File: config.mk
export PLATFORM = sky130hd
export DESIGN_NAME = down_counter_timer
export DESIGN_NICKNAME = d
export VERILOG_FILES = /design/src/rtl/counter_pkg.sv /design/src/rtl/d_ff_sr.sv /design/src/rtl/down_counter_timer.sv
export SDC_FILE = /design/constraint.sdc
export NUM_CORES = 1
export LEC_CHECK = 0
export CORE_AREA = 5 5 42 44
export DETAILED_ROUTE_END_ITERATION = 12
export DIE_AREA = 0 0 47 49
export PLACE_DENSITY = 0.69
export SLEW_MARGIN = 25
export SYNTH_ARGS = -nofsm -noshare
export SYNTH_HDL_FRONTEND = slang
export SYNTH_SLANG_ARGS = --single-unit
File: constraint.sdc
create_clock -name clk -period 2.83 [get_ports clk]
set_input_delay 0.283 -clock clk [delete_from_list [all_inputs] [get_ports clk]]
set_output_delay 0.283 -clock clk [all_outputs]
set_load 0.02 [all_outputs]
File: src/rtl/counter_pkg.sv
// Shared state encoding for the down counter / interval timer.
package counter_pkg;
  typedef enum logic {
    ST_IDLE = 1'b0,
    ST_RUN  = 1'b1
  } state_t;
endpackage

File: src/rtl/d_ff_sr.sv
// Single-bit D flip-flop with synchronous active-high reset and clock enable.
module d_ff_sr (
  input  logic clk,
  input  logic rst,
  input  logic en,
  input  logic d,
  output logic q
);

  always_ff @(posedge clk) begin
    if (rst)     q <= 1'b0;
    else if (en) q <= d;
  end

endmodule

File: src/rtl/down_counter_timer.sv
// Loadable down counter / interval timer with one-shot and auto-reload modes.
// States: IDLE | counter parked, en ignored;  RUN | counting down on en
module down_counter_timer
  import counter_pkg::*;
#(
  parameter int WIDTH = 4
) (
  input  logic             clk,
  input  logic             rst,
  input  logic             load,
  input  logic [WIDTH-1:0] load_val,
  input  logic             en,
  input  logic             auto_reload,
  output logic [WIDTH-1:0] count,
  output logic             tc,
  output logic             busy
);

  logic [WIDTH-1:0] reload_reg;
  logic [WIDTH-1:0] cnt_nxt;
  logic             tc_nxt;
  state_t           state;
  state_t           st_nxt;
  logic             state_q;
  logic             is_one;
  logic             is_zero;

  assign state   = state_t'(state_q);
  assign busy    = (state == ST_RUN);
  assign is_one  = (count == WIDTH'(1));
  assign is_zero = (count == '0);

  always_ff @(posedge clk) begin
    if (rst)       reload_reg <= '0;
    else if (load) reload_reg <= load_val;
  end

  always_comb begin
    cnt_nxt = count;
    tc_nxt  = 1'b0;
    st_nxt  = state;
    if (load) begin
      cnt_nxt = load_val;
      st_nxt  = (load_val != '0) ? ST_RUN : ST_IDLE;
    end else if (state == ST_RUN && en) begin
      if (is_one) begin
        cnt_nxt = '0;
        tc_nxt  = 1'b1;
        st_nxt  = auto_reload ? ST_RUN : ST_IDLE;
      end else if (is_zero) begin
        // only reachable in auto-reload: the cycle after expiry restarts the period
        cnt_nxt = reload_reg;
      end else begin
        cnt_nxt = count - WIDTH'(1);
      end
    end
  end

  for (genvar i = 0; i < WIDTH; i++) begin : g_cnt
    d_ff_sr u_cnt (
      .clk (clk),
      .rst (rst),
      .en  (1'b1),
      .d   (cnt_nxt[i]),
      .q   (count[i])
    );
  end

  d_ff_sr u_tc (
    .clk (clk),
    .rst (rst),
    .en  (1'b1),
    .d   (tc_nxt),
    .q   (tc)
  );

  d_ff_sr u_state (
    .clk (clk),
    .rst (rst),
    .en  (1'b1),
    .d   (st_nxt),
    .q   (state_q)
  );

endmodule

Word-level counts from Yosys, hierarchy flattened:

Index checks and enable logic that the tools add are counted.

* add/sub/neg operators: 1
* eq/ne operators: 1
* multiplexer cells: 10
* bitwise logic cells: 1
* reduce and logical (&&, ||, !) cells: 7

Operator list (number)
* 4-bit 2-to-1 mux: 4
* 1-bit 2-to-1 mux: 6
* 4-bit by 1-bit equality test with 1-bit output (second input constant): 1
* 4-bit zero test: 1
* 2-bit nonzero test: 2
* 4-bit nonzero test: 1
* 4-bit by 1-bit subtractor with 4-bit output (second input constant): 1
* 3-bit OR reduction: 1
* 2-bit AND reduction: 1
* 1-bit logical AND: 1
* 1-bit NOT: 1

* bits in registers: 10
* input port bits: 9
* output and inout port bits: 6
* logic and storage cells: 27

Longest topological paths before layout:

Gate-level depths: netlist of the first run.

* word-level depth: 5
* depth in mapped cells: 6
* mapped depth without buffers: 6

Hierarchy:

From an unflattened synthesis of the first run, not the netlist that was laid out.

* cells, all modules: 68
* area, all modules: 603.1 um^2

By module, submodules not included
* down_counter_timer: instances 1, cells each 50, area an instance 400.4 um^2, sequential area each 80.1 um^2
* d_ff_sr: instances 6, cells each 3, area an instance 33.8 um^2, sequential area each 20.0 um^2

Worst setup path after synthesis of the first run:

No wires, ideal clock.

* path type: reg-to-reg
* from: reg g_cnt[0].u_cnt.q
* to: reg g_cnt[3].u_cnt.q
* library setup time: 0.071 ns
* data arrival time: 1.410 ns
* required time: 2.759 ns
* path slack: 1.349 ns
* stages on the path, launching flop included: 7
* buffers on the path: 0
* clock period less this slack: 1.481 ns
* cell sequence: dfxtp_1 -> inv_1 -> ha_1 -> nor4_2 -> a311oi_1 -> or4_1 -> a21oi_1

* cells in the longest elaborated chain, start to end: 5
* elaborated cells on any way between the ends: 7
* those cells by class: add/sub (1); eq/ne (1); mux (4); reduce/logical (1)

Ends and longest elaborated chain
* from (decl): line d_ff_sr.sv:7 `output logic q`
* from (signal assigned): line d_ff_sr.sv:11 `if (rst) q <= 1'b0;`
* from (signal assigned): line d_ff_sr.sv:12 `else if (en) q <= d;`
* 4-bit by 1-bit subtractor with 4-bit output or 4-bit zero test (tied branches): line down_counter_timer.sv:54, down_counter_timer.sv:31
* 4-bit 2-to-1 mux: line down_counter_timer.sv:50 `end else if (is_zero) begin`
* 4-bit 2-to-1 mux *: line down_counter_timer.sv:46 `if (is_one) begin`
* 4-bit 2-to-1 mux *: line down_counter_timer.sv:45 `end else if (state == ST_RUN && en) begin`
* 4-bit 2-to-1 mux *: line down_counter_timer.sv:42 `if (load) begin`
* to (signal assigned): line d_ff_sr.sv:11
* to (signal assigned): line d_ff_sr.sv:12
* to (decl): line d_ff_sr.sv:7

Mark *: on every way between the ends. The rest lies on a longest branch, timed or not. The select of a mux whose other input is x is not followed.
A chain may end at the register's enable or synchronous reset.

Worst setup path in the final report of the first run:

* from: in load
* to: reg u_state.q

* cells in the longest elaborated chain, start to end: 2
* elaborated cells on any way between the ends: 4
* those cells by class: mux (1); reduce/logical (3)

Ends and longest elaborated chain
* from (decl): line down_counter_timer.sv:10 `input logic load,`
* 2-bit nonzero test (no source line)
* 2-bit AND reduction (no source line)
* to (signal assigned): line d_ff_sr.sv:11
* to (signal assigned): line d_ff_sr.sv:12
* to (decl): line d_ff_sr.sv:7

Several ways; a longest one is shown, not always the timed one.

==> results of run 1 <==
-- cell type report --
type | count | area (um^2)
fillers | 152 | 703
multi-input cells | 43 | 290
flip-flops and latches | 10 | 200
repair buffers | 14 | 140
clock buffers | 4 | 36.3
well taps | 16 | 20.0
inverters | 3 | 11.3
-- worst paths after layout --
kind | start | to | slack, ns | cells after the start
max | load | u_state.q | 1.07 | 4
max reg2reg | g_cnt[0].u_cnt.q | g_cnt[3].u_cnt.q | 1.19 | 6
min reg2reg | reload_reg[2] | reload_reg[2] | 0.47 | 2
min | reload_reg[2] | reload_reg[2] | 0.47 | 2
-- worst max-delay path, delay by kind of cell --
| kind | cells | cell delay [ns] |
|---|---|---|
| AND/OR/NAND/NOR | 1 | 0.62 |
| buffers and inverters | 1 | 0.74 |
| AO/OA/AOI/OAI | 2 | 0.25 |
-- kinds of logic after synthesis --
family / count (synthesis)
buffers and inverters: 9
flip-flops: 10
multiplexers: 3
AND/OR/NAND/NOR: 22
adder cells (fa/ha/maj): 2
AO/OA/AOI/OAI: 16
-- placed cells by master, fill, tap and decap left out --
cell / count
nor3b_1: 2
o211a_1: 1
inv_1: 3
or3_1: 1
dfxtp_1: 10
nand2b_1: 1
a21oi_1: 4
clkdlybuf4s50_1: 14
nand2_1: 5
and2_1: 1
nor2_1: 5
or4_1: 1
clkbuf_4: 3
o22ai_1: 3
nand3b_1: 2
a31oi_1: 1
or4b_2: 1
a311oi_1: 1
clkbuf_8: 1
nor4b_1: 1
or3b_2: 1
a22oi_1: 3
nor4_2: 1
o21ai_0: 3
ha_1: 2
mux2i_1: 3
-- per-layer routing --
metal / share of wire / GRT usage / up-vias
met5: 0 / 0 / -
met4: 0.024 / 0.0553 / 0
met3: 0.090 / 0.0258 / 4
met2: 0.48 / 0.172 / 24
met1: 0.40 / 0.149 / 228
li1: - / - / 249
-- metrics by stage --
stage	total power, mW	instances
floorplan	0.207	62
finish	0.352	90
global route	0.375	90
global placement	0.232	86
detailed placement	0.233	86
CTS	0.357	90
-- power breakdown --
part	internal [mW]	leakage [nW]	switching, mW	total (mW)
Clock	0.0779	0.0210	0.0448	0.123
Sequential	0.149	0.0825	0.00967	0.159
Combinational	0.0374	0.159	0.0335	0.0709
Total	0.264	0.263	0.0880	0.352
==> results.md, run 1 <==
* Total number of vias at 505
* CP arrival at 1.89 ns
* Post-CTS setup buffer count at 0
* Worst-Margin Slew at 0.542 ns
* Synth Instances at 62
* Number of flops mapped to enable cells by yosys at 0
* Syn Nets at 73
* Total negative slack at 0 ns
* Outcome: finished, final reports clean
* Hold slack at 0.475 ns
* Leak at 0.263 nW
* WS Path Type: in2reg
* Main combinational cell family by area after synthesis: simple AND/OR/NAND/NOR gates
* Synthesis warning total at 0
* Slowest cell on crit path: clkdlybuf4s50_1
* Die area at 2300 um^2
* Antenna Cells at 0
* Post-route clock skew at 0.00353 ns
* Clk pin slew, worst setup/hold paths at 0.06 ns
* WP data required at 2.96 ns
* Finished Cell Area at 698 um^2
* Layout cell share with drive strength beyond 1 at 0.0946
* Initial Util at 0.385
* DR vias/cell at 5.61
* Max-slew violations at 0
* Area grow syn2layout at 29.5%
* Simple-gate share of the synthesized area at 0.248
* Post-Syn Area at 539 um^2
* Async S/R FF share, synth at 0
* Root Driver: clkbuf_4
* Post-synthesis xor/xnor area fraction at 0
* Most frequent cell after synthesis: dfxtp_1
* Max Cap Viol at 0
* Ys flop type: dfxtp_1
* Worst skew pair latency at 0.26 ns
* Final core utilization at 0.498
* Initial antenna violation count at 0
* First-pass GRT wire length at 2030 um
* H-Tree Depth at 1
* DR WL/cell at 12.3 um
* Post-Synth Adder-Cell Area at 0.0464
* GR Overflow Total at 0
* Netlist cell types at 25
* Pwr Density at 505 nW/um^2
* Maximum clock path buffer count at 2
* Overall Global Routing Usage at 0.114
* Clock sink count at 10
* Setup WS post-layout at 1.07 ns
* 1st-pass router iterations at 4
* Die Y at 49 um
* Synth Area in Compound Gates at 0.188
* CP Max Fanout at 13
* Final ANT Viol Nets at 0
* Core area at 1400 um^2
* TritonCTS clock tree: yes
* Yosys reg bits at 10
* Mux share of post-synthesis cell area at 0.0557
* Port-buffer cells at 14
* CP max stage delay at 0.74 ns
* Max Clk Rate at 569 MHz
* Detailed placement HPWL at 849 um
* Final hold vios at 0
* Nature of the critical path startpoint: input pin
* GP Congestion at 0.734
* Core Rows at 14
* Hold-fix buffers at CTS at 0
* Synth top area share at 0.371
* Ports at 15
* Cell type with the largest total area after synthesis: dfxtp_1
* Min Tclk post-route at 1.76 ns
* Vias in the first global route at 491
* Final setup violation count at 0
* Commonest cells in the synthesized netlist: dfxtp_1 (10), nand2_1 (5), nor2_1 (5), a21oi_1 (4), buf_4 (4)
* Die W at 47 um
* CTS Buf Count at 3
* RSZ-0062 raised after global routing: false
* Period utilization at 0.621
* Critical Path Sink Type: flip-flop
* Worst slack at placement at 0.799 ns
* Largest net degree at the start of global routing at 14
* Part of the Yosys area used for sequential elements at 0.371
* Hold crit path type: reg2reg
* Cell breakdown of the critical path: clkdlybuf4s50_1 -> or4b_2 -> o22ai_1 -> a21oi_1
* Max VDD drop at 268 uV
* Synth Area per Inst at 8.70 um^2
* Nets@finish at 86
* Post-CTS Resized at 0
* Post-placement cell area at 662 um^2
* Synth area leaders: dfxtp_1 (37%), mux2i_1 (5.6%), buf_4 (5.6%)
* DRC Markers at 0
* Total Routed Length at 1110 um
* Initial DRC Count at 11
* Max-slew headroom at 0.638
(Power assumes the default switching activity.)
==> run 2, diff against run 1 <==
- clock period: 2.83 -> 1.7 ns (I/O delays scaled with it)
==> results.md, run 2 (same netlist as run 1, synthesis figures left out) <==
* Outcome: finished, final reports clean
* WS Path Type: reg2reg
* Worst reg-to-reg path cell count at 5
* DR WL/cell at 13.3 um
* Pwr Density at 763 nW/um^2
* Clock Power Share at 0.289
* FF-to-FF Start: g_cnt[0].u_cnt.q
* 1st-pass router iterations at 2
* Total negative slack at 0 ns
* CTS Buf Count at 3
* Final ANT Viol Nets at 0
* Commonest non-fill, non-tap cell in the layout: clkdlybuf4s50_1
* Period utilization at 0.911
* Final hold vios at 0
* GR Overflow Total at 0
* Max-slew violations at 0
* RSZ-0062 raised after global routing: false
* Combinational fraction of design power at 0.241
* Worst-Margin Slew at 0.645 ns
* WP data required at 1.84 ns
* Post-route clock skew at 0.00903 ns
* Maximum clock path buffer count at 2
* Antenna Cells at 0
* Max VDD drop at 494 uV
* Leak at 0.285 nW
* Final setup violation count at 0
* Sw Share at 0.279
* Max Clk Rate at 646 MHz
* Final core utilization at 0.521
* Initial antenna violation count at 0
* Largest net degree at the start of global routing at 11
* Clk pin slew, worst setup/hold paths at 0.07 ns
* Clock sink count at 10
* DRC Markers at 0
* Critical Path Start: g_cnt[0].u_cnt.q
* First-pass GRT wire length at 2150 um
* Sequential power share at 0.470
* Root Driver: clkbuf_4
* Vias in the first global route at 497
* Die area at 2300 um^2
* Min Tclk post-route at 1.55 ns
* Initial Util at 0.385
* Worst r2r dst: g_cnt[0].u_cnt.q
* Total number of vias at 517
* Core Rows at 14
* Critical Path End: g_cnt[0].u_cnt.q
* CP arrival at 1.69 ns
* Nature of the critical path startpoint: flip-flop
* Die W at 47 um
* Core area at 1400 um^2
* Overall Global Routing Usage at 0.130
* Commonest non-fill, non-tap cells in the layout: clkdlybuf4s50_1 (14), dfxtp_1 (9), buf_4 (6), nor2_1 (5), nand2_1 (5)
* Die Y at 49 um
* Reg2reg setup slack at 0.15 ns
* Total Routed Length at 1260 um
* Max Cap Viol at 0
* Area grow syn2layout at 35.5%
* Max-slew headroom at 0.569
* Hold-fix buffers at CTS at 0
* H-Tree Depth at 1
* Nets@finish at 92
* Worst skew pair latency at 0.27 ns
* DR vias/cell at 5.44
* GP Congestion at 0.764
* Layout cell share with drive strength beyond 1 at 0.165
* Ports at 15
* Critical Path Sink Type: flip-flop
* TritonCTS clock tree: yes
* Port-buffer cells at 14
* P_int at 402 uW
* CP Max Fanout at 5
* Hold crit path type: reg2reg
* Sw Pwr at 155 uW
* Initial DRC Count at 2
* Detailed placement HPWL at 975 um
[run 2: cell count changes in the layout (fill, tap and decap cells not counted), sizes merged]
cell    delta
buf        +6
clkbuf     -1
[run 2: cell type report]
cell class / count / area, um^2
Fill cell: 151 / 671
Multi-Input combinational cell: 43 / 290
Sequential cell: 10 / 201
Timing Repair Buffer: 20 / 185
Clock buffer: 3 / 22.5
Tap cell: 16 / 20.0
Inverter: 3 / 11.3
[run 2: routing by layer]
| metal | global-route usage | share of wire |
|---|---|---|
| met5 | 0 | 0 |
| met4 | 0.0968 | 0.033 |
| met3 | 0.0258 | 0.052 |
| met2 | 0.206 | 0.50 |
| met1 | 0.144 | 0.42 |
[run 2: through the flow]
step / instances / hold WS [ns] / instance area (um^2) / worst slack (ns) / power (mW)
3_5_place_dp: 92 / 0.471 / 707 / 0.0504 / 0.401
4_1_cts: 95 / 0.480 / 729 / 0.103 / 0.561
5_1_grt: 95 / 0.512 / 731 / 0.0216 / 0.591
3_3_place_gp: 92 / 0.467 / 707 / 0.0748 / 0.398
2_1_floorplan: 62 / 0.317 / 539 / 0.219 / 0.345
6_report: 95 / 0.478 / 731 / 0.151 / 0.558
[run 2: worst min-delay path by stage]
stage                    end           from  depth (start not counted)
2_1_floorplan  reload_reg[0]    load_val[0]                          2
3_3_place_gp   reload_reg[2]  reload_reg[2]                          2
3_5_place_dp   reload_reg[2]  reload_reg[2]                          2
4_1_cts        reload_reg[2]  reload_reg[2]                          2
5_1_grt        reload_reg[2]  reload_reg[2]                          2
6_report       reload_reg[2]  reload_reg[2]                          2
[run 2: worst max-delay path, cell delays in order (launching register included)]
cell     delay [ns]
dfxtp_2        0.34
inv_1          0.06
ha_1           0.26
or3b_2         0.51
o21ai_0        0.16
o22ai_1        0.10
[run 2: timing repair]
item                                    in CTS  in global routing
gates resized for setup                      0                  1
endpoints found under the setup margin       0                  1
hold endpoints to repair                     0                  0
setup buffers                                0                  0
[run 2: power by group through the flow]
stage	clock, mW	sequential [mW]	combinational (mW)
finish	0.161	0.262	0.134
global route	0.180	0.264	0.147
CTS	0.165	0.262	0.135
detailed placement	0	0.267	0.134
global placement	0	0.266	0.132
floorplan	0	0.268	0.0767
